File: config.mk
export PLATFORM = sky130hd
export DESIGN_NAME = alu_issue_ctrl
export DESIGN_NICKNAME = d
export VERILOG_FILES = /design/src/rtl/ariane_pkg.sv /design/src/rtl/alu_rr_arb.sv /design/src/rtl/alu_issue_ctrl.sv
export SDC_FILE = /design/constraint.sdc
export NUM_CORES = 1
export LEC_CHECK = 0
export BUFFER_PORTS_ARGS = -buffer_cell sky130_fd_sc_hd__buf_4
export CELL_PAD_IN_SITES_DETAIL_PLACEMENT = 1
export CELL_PAD_IN_SITES_GLOBAL_PLACEMENT = 2
export CORE_AREA = 2 2 218 220
export DETAILED_ROUTE_END_ITERATION = 10
export DIE_AREA = 0 0 220 222
export GPL_TIMING_DRIVEN = 0
export PLACE_DENSITY_LB_ADDON = 0.1
export SLEW_MARGIN = 20
export SYNTH_ARGS = -nofsm -noshare
export SYNTH_HDL_FRONTEND = slang
export SYNTH_SLANG_ARGS = --single-unit
export TNS_END_PERCENT = 5
File: constraint.sdc
create_clock -name clk_i -period 4.7 [get_ports clk_i]
set_clock_uncertainty 0.05 [all_clocks]
set_input_delay 1.175 -clock clk_i [delete_from_list [all_inputs] [get_ports clk_i]]
set_output_delay 1.175 -clock clk_i [all_outputs]
set_load 0.05 [all_outputs]
File: src/rtl/ariane_pkg.sv
// ariane_pkg (execute-stage slice)
// Purpose : functional-unit operation encoding and the ALU request record
//           used by the ALU issue controller and its requesters.
// Contents: ALU_XLEN / ALU_TRANS_ID_BITS / ALU_OP widths, fu_op enum,
//           alu_req_t {op, operand_a, operand_b, trans_id}.
package ariane_pkg;

    localparam int unsigned ALU_XLEN          = 64;
    localparam int unsigned ALU_TRANS_ID_BITS = 3;
    localparam int unsigned ALU_OP            = 7;

    typedef enum logic [ALU_OP-1:0] {
        ADD  = 7'd0,
        SUB  = 7'd1,
        XORL = 7'd2,
        ORL  = 7'd3,
        ANDL = 7'd4,
        SLL  = 7'd5,
        SRL  = 7'd6,
        EQ   = 7'd7,
        NE   = 7'd8,
        LTS  = 7'd9,
        LTU  = 7'd10
    } fu_op;

    typedef struct packed {
        fu_op                         op;
        logic [ALU_XLEN-1:0]          operand_a;
        logic [ALU_XLEN-1:0]          operand_b;
        logic [ALU_TRANS_ID_BITS-1:0] trans_id;
    } alu_req_t;

endpackage

File: src/rtl/alu_rr_arb.sv
// alu_rr_arb
// Purpose : NR_REQ-wide round-robin arbiter. The search starts one past the
//           last granted requester and wraps. Every grant is a handshake
//           (grant requires both enable and request), so the pointer moves
//           whenever a grant is issued and is otherwise retained.
// Ports   : clk_i, rst_ni (sync, active-low), req_i (request vector),
//           en_i (may grant this cycle), gnt_o (one-hot grant or zero).
module alu_rr_arb
    import ariane_pkg::*;
#(
    parameter int unsigned NR_REQ = 2
) (
    input  logic              clk_i,
    input  logic              rst_ni,
    input  logic [NR_REQ-1:0] req_i,
    input  logic              en_i,
    output logic [NR_REQ-1:0] gnt_o
);

    localparam int unsigned IDX_W = (NR_REQ > 1) ? $clog2(NR_REQ) : 1;

    logic [IDX_W-1:0] last_q;
    logic [IDX_W-1:0] last_d;
    logic [IDX_W-1:0] cand;
    logic             found;
    int               cand_int;

    // Rotating priority search starting after the last granted requester
    always_comb begin
        gnt_o    = '0;
        last_d   = last_q;
        found    = 1'b0;
        cand     = '0;
        cand_int = 0;
        for (int off = 1; off <= int'(NR_REQ); off++) begin
            cand_int = int'(last_q) + off;
            if (cand_int >= int'(NR_REQ)) begin
                cand_int = cand_int - int'(NR_REQ);
            end else begin
                cand_int = cand_int;
            end
            cand = IDX_W'(cand_int);
            if (en_i && !found && req_i[cand]) begin
                gnt_o[cand] = 1'b1;
                last_d      = cand;
                found       = 1'b1;
            end else begin
                found = found;
            end
        end
    end

    // Pointer register; reset makes requester 0 the first winner
    always_ff @(posedge clk_i) begin
        if (!rst_ni) begin
            last_q <= IDX_W'(NR_REQ - 1);
        end else begin
            last_q <= last_d;
        end
    end

endmodule

File: src/rtl/alu_issue_ctrl.sv
// alu_issue_ctrl
// Purpose : shares one combinational ALU between NR_REQ requesters. Grants
//           are round-robin; a granted op goes through an operand register
//           (stage A, drives the ALU) and a result register (stage B, drives
//           the response buses) and is returned to its owner only.
// Ports   : clk_i, rst_ni (sync, active-low), flush_i,
//           req_valid_i/req_ready_o/req_data_i  - request side (ready = grant),
//           alu_valid_o/alu_data_o              - ALU operand drive,
//           alu_result_i/alu_branch_res_i       - ALU outputs,
//           rsp_valid_o/rsp_ready_i             - one-hot response handshake,
//           rsp_result_o/rsp_branch_res_o/rsp_trans_id_o - shared result buses.
module alu_issue_ctrl
    import ariane_pkg::*;
#(
    parameter int unsigned NR_REQ        = 2,
    parameter int unsigned XLEN          = ALU_XLEN,
    parameter int unsigned TRANS_ID_BITS = ALU_TRANS_ID_BITS
) (
    input  logic                     clk_i,
    input  logic                     rst_ni,
    input  logic                     flush_i,
    input  logic [NR_REQ-1:0]        req_valid_i,
    output logic [NR_REQ-1:0]        req_ready_o,
    input  alu_req_t [NR_REQ-1:0]    req_data_i,
    output logic                     alu_valid_o,
    output alu_req_t                 alu_data_o,
    input  logic [XLEN-1:0]          alu_result_i,
    input  logic                     alu_branch_res_i,
    output logic [NR_REQ-1:0]        rsp_valid_o,
    input  logic [NR_REQ-1:0]        rsp_ready_i,
    output logic [XLEN-1:0]          rsp_result_o,
    output logic                     rsp_branch_res_o,
    output logic [TRANS_ID_BITS-1:0] rsp_trans_id_o
);

    // Stage A: operand register; owner kept one-hot
    logic                     valid_a_q, valid_a_d;
    logic [NR_REQ-1:0]        owner_a_q, owner_a_d;
    alu_req_t                 data_a_q,  data_a_d;
    // Stage B: result register; the one-hot valid doubles as owner
    logic [NR_REQ-1:0]        valid_b_q, valid_b_d;
    logic [XLEN-1:0]          result_b_q, result_b_d;
    logic                     branch_b_q, branch_b_d;
    logic [TRANS_ID_BITS-1:0] tid_b_q,    tid_b_d;

    logic                     drain_b;
    logic                     adv_a;
    logic                     accept;
    logic                     handshake;
    logic [NR_REQ-1:0]        gnt;
    alu_req_t                 sel_req;

    // Pipeline advance conditions; reset also blocks new grants
    always_comb begin
        drain_b   = |(valid_b_q & rsp_ready_i);
        adv_a     = valid_a_q & (~(|valid_b_q) | drain_b);
        accept    = rst_ni & ~flush_i & (~valid_a_q | adv_a);
        handshake = |gnt;
    end

    alu_rr_arb #(
        .NR_REQ (NR_REQ)
    ) i_arb (
        .clk_i  (clk_i),
        .rst_ni (rst_ni),
        .req_i  (req_valid_i),
        .en_i   (accept),
        .gnt_o  (gnt)
    );

    // One-hot mux of the granted requester's payload
    always_comb begin
        sel_req = '0;
        for (int i = 0; i < int'(NR_REQ); i++) begin
            if (gnt[i]) begin
                sel_req = req_data_i[i];
            end else begin
                sel_req = sel_req;
            end
        end
    end

    // Next state of both stages; flush wins over loads and drains
    always_comb begin
        valid_a_d  = valid_a_q;
        owner_a_d  = owner_a_q;
        data_a_d   = data_a_q;
        valid_b_d  = valid_b_q;
        result_b_d = result_b_q;
        branch_b_d = branch_b_q;
        tid_b_d    = tid_b_q;
        if (flush_i) begin
            // A response draining this cycle still completes on the owner side
            valid_a_d = 1'b0;
            valid_b_d = '0;
        end else begin
            if (handshake) begin
                valid_a_d = 1'b1;
                owner_a_d = gnt;
                data_a_d  = sel_req;
            end else if (adv_a) begin
                valid_a_d = 1'b0;
            end else begin
                valid_a_d = valid_a_q;
            end
            if (adv_a) begin
                valid_b_d  = owner_a_q;
                result_b_d = alu_result_i;
                branch_b_d = alu_branch_res_i;
                tid_b_d    = data_a_q.trans_id;
            end else if (drain_b) begin
                valid_b_d = '0;
            end else begin
                valid_b_d = valid_b_q;
            end
        end
    end

    // State registers with synchronous reset
    always_ff @(posedge clk_i) begin
        if (!rst_ni) begin
            valid_a_q  <= 1'b0;
            owner_a_q  <= '0;
            data_a_q   <= '0;
            valid_b_q  <= '0;
            result_b_q <= '0;
            branch_b_q <= 1'b0;
            tid_b_q    <= '0;
        end else begin
            valid_a_q  <= valid_a_d;
            owner_a_q  <= owner_a_d;
            data_a_q   <= data_a_d;
            valid_b_q  <= valid_b_d;
            result_b_q <= result_b_d;
            branch_b_q <= branch_b_d;
            tid_b_q    <= tid_b_d;
        end
    end

    // Outputs come straight from registers, except the grant
    always_comb begin
        req_ready_o      = gnt;
        alu_valid_o      = valid_a_q;
        alu_data_o       = data_a_q;
        rsp_valid_o      = valid_b_q;
        rsp_result_o     = result_b_q;
        rsp_branch_res_o = branch_b_q;
        rsp_trans_id_o   = tid_b_q;
    end

endmodule

==> out/results.tsv, run 1 <==
metric	value	unit
Starting Density	0.200	
Synth Instances	1140	
initial antenna violation count	1	
Bufs on Longest Clock Path	3	
drt drc	0	
commonest cells in the synthesized netlist	212 x dfxtp_1, 212 x nand2_1, 208 x nand3_1	
RSZ-0062 raised after global routing	false	
Post-synth top flop	dfxtp_1	
Seq cells post-synth	212	
CTS tree	yes	
WP buf/inv	4	
asr flop ratio synth	0	
synth top area cells	dfxtp_1 46%, a32o_1 15%, nand3_1 11%	
Clock H-tree levels	1	
WL per Instance	21.8	µm
cell row count	79	
worst path cell trace	clkbuf_1 > clkbuf_2 > clkbuf_1 > nand2_1 > nor3_1 > buf_4	
Worst Hold Class	flop to flop	
fmax	226	MHz
Crit Path Max Fanout	10	
Synth cell types	27	
area leader, netlist	dfxtp_1	
Max-Cap Viols	0	
Pwr Density	362	mW/mm²
Nets	2075	
worst setup margin	0.285	ns
total routed wirelength	51.4	mm
vias in the first global route	11856	
Tcrit/Tclk final	0.939	
sequential fraction of the synthesis area	0.458	
Die X	220	µm
clk sink count	212	
die area	0.0488	mm²
CTS Root Buffer Type	clkbuf_16	
Pwr Total	0.00550	W
total leakage power	6.32	nW
Post-synth EDFFs	0	
hold_buf cts	0	
run status	finished, final reports clean	
Top cell by count, worst path	clkbuf_1	
post-route ant nets	0	
top-area cell type share of the netlist area	0.458	
Worst-path clk slew	0.06	ns
Mapped Nets	1488	
Port Buffer Count	556	
synth-to-layout area growth	64.2	%
detailed router's first-iteration violation count	454	
worst ir drop on vdd	0.240	mV
core area	0.0463	mm²
grt total ovfl	0	
Vias	11120	
slowest CP cell	clkbuf_2	
Vias per Instance	4.72	
GPL Wtd Cong	0.793	
Ports	559	
GRT Total Usage	0.201	
worst endpoint data arrival time	3.19	ns
critical path class	input port to primary output	
Fill cells	5535	
DP Worst Slack	-0.0806	ns
yosys warns	0	
Critical Path RT	3.47	ns
Clock Latency Late Sink	0.55	ns
layout cell share with drive strength beyond 1	0.371	
max_slew headroom	0.289	
Critical Path End Type	primary output	
CP max stage delay	0.55	ns
Post-Synthesis Cell Area	0.00927	mm²
first-pass GRT wire length	74.5	mm
chip height	222	µm
Slew @ Worst Pin	1.07	ns
drt pass-1 iters	5	
final slew viol count	0	
Hold Fails Final Rpt	0	
Post-DP HPWL	40.2	mm
total CTS buffers	29	
Worst setup SP type	input port	
largest delay contributor family on the critical path	buffers and inverters	
Setup Viol. Count Final	0	
Avg Inst Size Synth	8.13	µm²
Period minus WS final	4.42	ns
largest net degree at the start of global routing	14	
==> worst register-to-register path, stage by stage (launching register included) <==
cell and delay (ns):
dfxtp_1 0.38, nand2b_1 0.12, clkbuf_1 0.34, clkbuf_2 0.49
clkbuf_1 0.53, a32o_1 0.26, nand3_1 0.08, o21ai_0 0.11
==> metrics by stage <==
step / hold slack, ns / cells / util / area [µm²] / setup TNS (ns)
2_1_floorplan: 0.399 / 1140 / - / 9270 / 0
3_3_place_gp: 0.388 / 2303 / 0.307 / 14200 / -0.00609
3_5_place_dp: 0.390 / 2303 / 0.307 / 14200 / -0.0806
4_1_cts: 0.400 / 2354 / 0.329 / 15200 / 0
5_1_grt: 0.416 / 2355 / 0.329 / 15200 / 0
6_report: 0.396 / 2355 / 0.329 / 15200 / 0
==> cell type report <==
class | instances | area (µm²) | share of cell area
Multi-Input combinational cell | 789 | 4440 | 0.292
Sequential cell | 212 | 4240 | 0.279
Clock inverter | 13 | 193 | 0.0127
Tap cell | 607 | 759 | 0.0499
Clock buffer | 38 | 820 | 0.0538
Inverter | 1 | 3.75 | 0.000247
Buffer | 138 | 586 | 0.0385
Timing Repair Buffer | 556 | 4170 | 0.274
Antenna cell | 1 | 2.50 | 0.000164
==> final timing paths <==
path / startpoint / to / slack (ns) / depth (start not counted)
worst min register to register: alu_data_o[107] / alu_data_o[107] / 0.40 / 2
worst min-delay path: alu_data_o[107] / alu_data_o[107] / 0.40 / 2
worst max-delay path: req_valid_i[0] / req_ready_o[0] / 0.28 / 6
worst max register to register: i_arb.last_q / alu_data_o[136] / 2.25 / 7
==> placed cells by master (no fill, tap or decap), drive strengths merged, types with 2 or more instances in the layout <==
cell type and n:
a32o 138, o21ai 208, dfxtp 212, nand2b 3, buf 599, nor2 2
nor3 2, nand3 208, nand2 212, a21oi 4, clkinv 7, and3 2
clkbuf 133, bufinv 5
==> sequential cells by signal, summed over array words and instances (netlist names) <==
signal and count:
i_arb.last_q 1, alu_data_o 138, alu_valid_o 1, rsp_trans_id_o 3
owner_a_q 2, rsp_branch_res_o 1, rsp_valid_o 2, rsp_result_o 64
==> report_power, final <==
group          switching [W]  internal, W
registers          0.0000555      0.00190
clock network       0.000866      0.00149
logic               0.000747     0.000454
total                0.00167      0.00384
==> kinds of logic (layout without fill, tap and decap cells) <==
| family | after synthesis | count (layout) | share of synthesized area |
|---|---|---|---|
| DFF | 212 | 212 | 0.458 |
| AOI/OAI and AO/OA | 357 | 357 | 0.274 |
| and+or+nand+nor | 432 | 432 | 0.206 |
| other | 0 | 1 | 0 |
| buffers and inverters | 139 | 746 | 0.0633 |
==> metal layers <==
metal | up-vias | wire length, µm | GRT usage
li1 | 5367 | - | -
met1 | 5357 | 20000 | 0.224
met2 | 335 | 25900 | 0.365
met3 | 61 | 4230 | 0.0612
met4 | 0 | 1250 | 0.0541
met5 | - | 0 | 0
==> repair_timing <==
| item | CTS | global route |
|---|---|---|
| setup buffers | 0 | 0 |
| setup endpoints to repair | 1 | 1 |
| resized for setup | 1 | 3 |
Note: power is estimated with default switching activity, not from simulation.
==> inputs of run 2 (changes only) <==
- ABC_AREA: not set -> 1
- CORE_AREA: 2 2 218 220 -> 2 2 220 222
- DIE_AREA: 0 0 220 222 -> 0 0 222 224
- REMOVE_ABC_BUFFERS: not set -> 1
==> out/results.tsv, run 2 <==
metric	value	unit
die area	0.0497	mm²
initial antenna violation count	8	
area leader, netlist	dfxtp_1	
Period minus WS final	4.51	ns
final slew viol count	0	
Fill cells	5855	
Max-Cap Viols	0	
internal power	0.00370	W
multi-input logic area	0.00505	mm²
compound-cell area share of the yosys netlist	0.0706	
Synth cell types	23	
GR Util met1	0.237	
Vias per Instance	4.62	
Worst-path clk slew	0.06	ns
total leakage power	7.86	nW
yosys warns	0	
Clock H-tree levels	1	
Vias	12446	
Synth Area in Simple Gates	0.400	
register area	0.00424	mm²
Reg power frac	0.361	
clock power share	0.425	
Ports	559	
Setup Viol. Count Final	0	
run status	finished, final reports clean	
CTS Root Buffer Type	clkbuf_16	
core area	0.0473	mm²
Port Buffer Count	558	
Critical Path End Type	primary output	
Avg Inst Size Synth	6.73	µm²
Critical Path RT	3.47	ns
detailed router's first-iteration violation count	522	
cell row count	80	
GPL Wtd Cong	0.745	
WL per Instance	19.7	µm
synth-to-layout area growth	58.2	%
largest family of logic cells by synthesized area	simple AND/OR/NAND/NOR gates	
clk sink count	212	
Slew @ Worst Pin	0.844	ns
switching part of the total	0.304	
worst setup margin	0.193	ns
Synth Instances	1570	
fmax	222	MHz
Starting Density	0.223	
R2R setup slack	1.25	ns
RSZ-0062 raised after global routing	false	
Post-Synthesis Cell Area	0.0106	mm²
cell with the most instances after synthesis	nor2_1	
CTS tree	yes	
Post-DP HPWL	37.8	mm
Post-synth top flop	dfxtp_1	
synth top area cells	dfxtp_1 40%, nand4_1 16%, nor2_1 13%	
commonest non-fill, non-tap cell in the layout	buf_4	
drt drc	0	
met2 track demand over resource	0.352	
drt pass-1 iters	4	
Bufs on Longest Clock Path	3	
layout cell share with drive strength beyond 1	0.317	
commonest cells in the synthesized netlist	376 x nor2_1, 277 x nand4_1, 212 x dfxtp_1	
max_slew headroom	0.436	
Synth Area in XOR/XNOR	0	
Die X	222	µm
critical path class	input port to primary output	
GRT Total Usage	0.206	
Hold Fails Final Rpt	0	
GR peak layer	met2	
sequential fraction of the synthesis area	0.402	
Post-synth EDFFs	0	
multiplexer share of the synthesized area	0	
grt total ovfl	0	
hold_buf cts	0	
worst ir drop on vdd	0.217	mV
Pwr Total	0.00532	W
asr flop ratio synth	0	
Largest register FFs	138	
Crit Path Max Fanout	58	
Pwr Density	318	mW/mm²
total CTS buffers	29	
Worst setup SP type	input port	
total routed wirelength	53.2	mm
Seq cells post-synth	212	
post-route ant nets	0	
chip height	224	µm
Post-Synth Adder-Cell Area	0	
Clock Latency Late Sink	0.57	ns
Worst Hold Class	flop to flop	
DP Worst Slack	-1.51	ns
Logic pwr share	0.214	
vias in the first global route	12448	
Tcrit/Tclk final	0.959	
worst endpoint data arrival time	3.28	ns
largest net degree at the start of global routing	101	
GRT met3 Usage	0.0847	
first-pass GRT wire length	78.9	mm
NetSw	0.00162	W
Nets	2403	
commonest cells after routing, fill and taps aside	558 x buf_4, 376 x nor2_1, 277 x nand4_1	
top-area cell type share of the netlist area	0.402	
## run 2: cell count changes after synthesis, sizes merged, moves of 69 or more
cell   delta
nand4   +276
a32o    -138
nand3   -204
a21oi    +69
inv     +176
nor2    +375
o21ai   -138
## run 2: path summary, 6_finish.rpt
path	from	endpoint	cells past startpoint
hold / removal	rsp_result_o[29]	rsp_result_o[29]	2
hold reg to reg	rsp_result_o[29]	rsp_result_o[29]	2
setup / recovery	rst_ni	req_ready_o[1]	9
setup reg to reg	i_arb.last_q	alu_data_o[107]	10
## run 2: what timing repair did
item,in CTS,in global routing
pin swaps,3,2
setup buffers,1,0
resized for setup,3,2
gates cloned,5,1
setup endpoints to repair,141,2
## run 2: per-stage QoR
step	hold slack, ns	utilization	instance area (µm²)	TNS (ns)	instances
global placement	0.382	0.313	14800	-2009.00	2593
floorplan	0.401	-	9870	-1032.21	1420
global route	0.414	0.353	16700	0	2695
detailed placement	0.390	0.330	15600	-144.87	2632
CTS	0.399	0.352	16700	0	2690
finish	0.395	0.353	16700	0	2695
## run 2: cell type report
cell class,count,area share
Antenna cell,4,0.000599
Tap cell,615,0.0461
Timing Repair Buffer,599,0.300
Clock inverter,10,0.00786
Multi-Input combinational cell,1036,0.302
Inverter,177,0.0402
Sequential cell,212,0.254
Clock buffer,42,0.0493
## run 2: power by group through the flow
stage	Sequential [W]	Combinational [W]	Clock, W
after floorplan	0.00223	0.000295	0
after global placement	0.00195	0.00107	0
after detailed placement	0.00196	0.00114	0
after CTS	0.00192	0.00116	0.00235
after global routing	0.00193	0.00123	0.00241
final	0.00192	0.00114	0.00226
## run 2: critical path, stage by stage
cell and delay [ns]:
buf_16 0.21, inv_8 0.17, buf_16 0.26, nor2_8 0.32
buf_16 0.28, buf_16 0.29, nand3_4 0.13, inv_1 0.11
buf_4 0.21
## run 2: logic make-up (layout without fill, tap and decap cells)
| logic type | after synthesis | in the layout |
|---|---|---|
| and+or+nand+nor | 886 | 891 |
| buffers and inverters | 327 | 828 |
| DFF | 212 | 212 |
| AOI/OAI and AO/OA | 145 | 145 |
| other | 0 | 4 |
## run 2: per-layer routing
metal	wire [µm]	vias up
met5	57	-
met4	1200	8
met3	5070	70
met2	25600	363
met1	21200	5832
li1	-	6173
==> inputs of run 3 (changes only) <==
- PLACE_DENSITY: not set -> 0.76
- PLACE_DENSITY_LB_ADDON: 0.1 -> not set
- SETUP_SLACK_MARGIN: not set -> 0.4
==> out/results.tsv, run 3 (synthesis results as in run 2) <==
metric	value	unit
Worst-path clk slew	0.06	ns
worst setup margin	0.609	ns
Ports	559	
Slew @ Worst Pin	0.886	ns
GR Util met1	0.226	
Starting Density	0.223	
post-route ant nets	0	
total negative slack	0	ns
Clock Latency Late Sink	0.56	ns
cell row count	80	
Period minus WS final	4.09	ns
Worst setup SP type	input port	
Max-Cap Viols	0	
GR peak layer	met2	
core area	0.0473	mm²
DP Worst Slack	-1.36	ns
max_slew headroom	0.409	
drt drc	1	
total routed wirelength	52.4	mm
Vias per Instance	4.74	
worst ir drop on vdd	0.263	mV
CTS tree	yes	
first-pass GRT wire length	78.9	mm
Die X	222	µm
Largest register FFs	138	
run status	finished, violations left	
WL per Instance	19.5	µm
Pwr Total	0.00517	W
Crit Path Max Fanout	57	
Setup Viol. Count Final	0	
total leakage power	7.83	nW
GRT met3 Usage	0.0825	
Vias	12730	
largest net degree at the start of global routing	101	
Pwr Density	311	mW/mm²
Tcrit/Tclk final	0.870	
vias in the first global route	12951	
chip height	224	µm
worst endpoint data arrival time	2.87	ns
synth-to-layout area growth	57.3	%
Clock H-tree levels	1	
layout cell share with drive strength beyond 1	0.318	
Worst Hold Class	flop to flop	
die area	0.0497	mm²
Port Buffer Count	558	
total CTS buffers	28	
RSZ-0062 raised after global routing	false	
GPL Wtd Cong	0.792	
failing checks	design-rule violations	
drt pass-1 iters	7	
fmax	244	MHz
Critical Path RT	3.47	ns
Critical Path End Type	primary output	
Hold Fails Final Rpt	0	
detailed router's first-iteration violation count	456	
critical path class	input port to primary output	
Nets	2402	
initial antenna violation count	2	
CTS Root Buffer Type	clkbuf_16	
commonest non-fill, non-tap cell in the layout	buf_4	
GRT Total Usage	0.204	
commonest cells after routing, fill and taps aside	560 x buf_4, 376 x nor2_1, 277 x nand4_1	
clk sink count	212	
met2 track demand over resource	0.354	
Fill cells	5882	
final slew viol count	0	
Bufs on Longest Clock Path	3	
grt total ovfl	0	
Post-DP HPWL	37.4	mm
-- run 3: per-stage QoR --
stage,hold WS [ns],utilization,std cells,instance area [µm²]
2_1_floorplan,0.401,-,1420,9870
3_3_place_gp,0.383,0.313,2593,14800
3_5_place_dp,0.389,0.329,2629,15600
4_1_cts,0.397,0.351,2685,16600
5_1_grt,0.414,0.351,2688,16600
6_report,0.395,0.351,2688,16600
-- run 3: metal layers --
metal / up-vias / routed length (µm)
met5: - / 0
met4: 0 / 1900
met3: 86 / 5110
met2: 450 / 25000
met1: 6027 / 20300
li1: 6167 / -
-- run 3: report_power, final --
group | total, W | switching [W] | internal [W]
Clock | 0.00212 | 0.000851 | 0.00126
Combinational | 0.00113 | 0.000686 | 0.000448
Sequential | 0.00192 | 0.0000433 | 0.00188
Total | 0.00517 | 0.00158 | 0.00359
-- run 3: area by class of cell --
type,count,area [µm²],share of cell area
inverter,177,669,0.0403
antenna,1,2.50,0.000151
tap,615,769,0.0463
clock inverter,9,77.6,0.00467
timing repair buffer,598,4970,0.299
sequential,212,4240,0.255
multi-input combinational,1037,5060,0.305
clock buffer,39,823,0.0496
-- run 3: final timing paths --
| path | from | to | slack (ns) | cells past startpoint |
|---|---|---|---|---|
| worst min register to register | rsp_result_o[21] | rsp_result_o[21] | 0.39 | 2 |
| worst max-delay path | rst_ni | req_ready_o[0] | 0.61 | 7 |
| worst min-delay path | rsp_result_o[21] | rsp_result_o[21] | 0.39 | 2 |
| worst max register to register | i_arb.last_q | alu_data_o[117] | 1.40 | 8 |
-- run 3: worst max-delay path: stages --
cell and delay (ns):
buf_16 0.19, inv_6 0.16, nor2_8 0.33, buf_16 0.31, nand3_4 0.29, inv_1 0.12
buf_4 0.20
-- run 3: what timing repair did --
item | CTS | global route
pin swaps | 3 | 1
buffers inserted | 1 | 2
hold endpoints to repair | 0 | 0
hold buffers | 0 | 0
resized for setup | 4 | 0
gates cloned | 7 | 0
setup endpoints to repair | 141 | 1
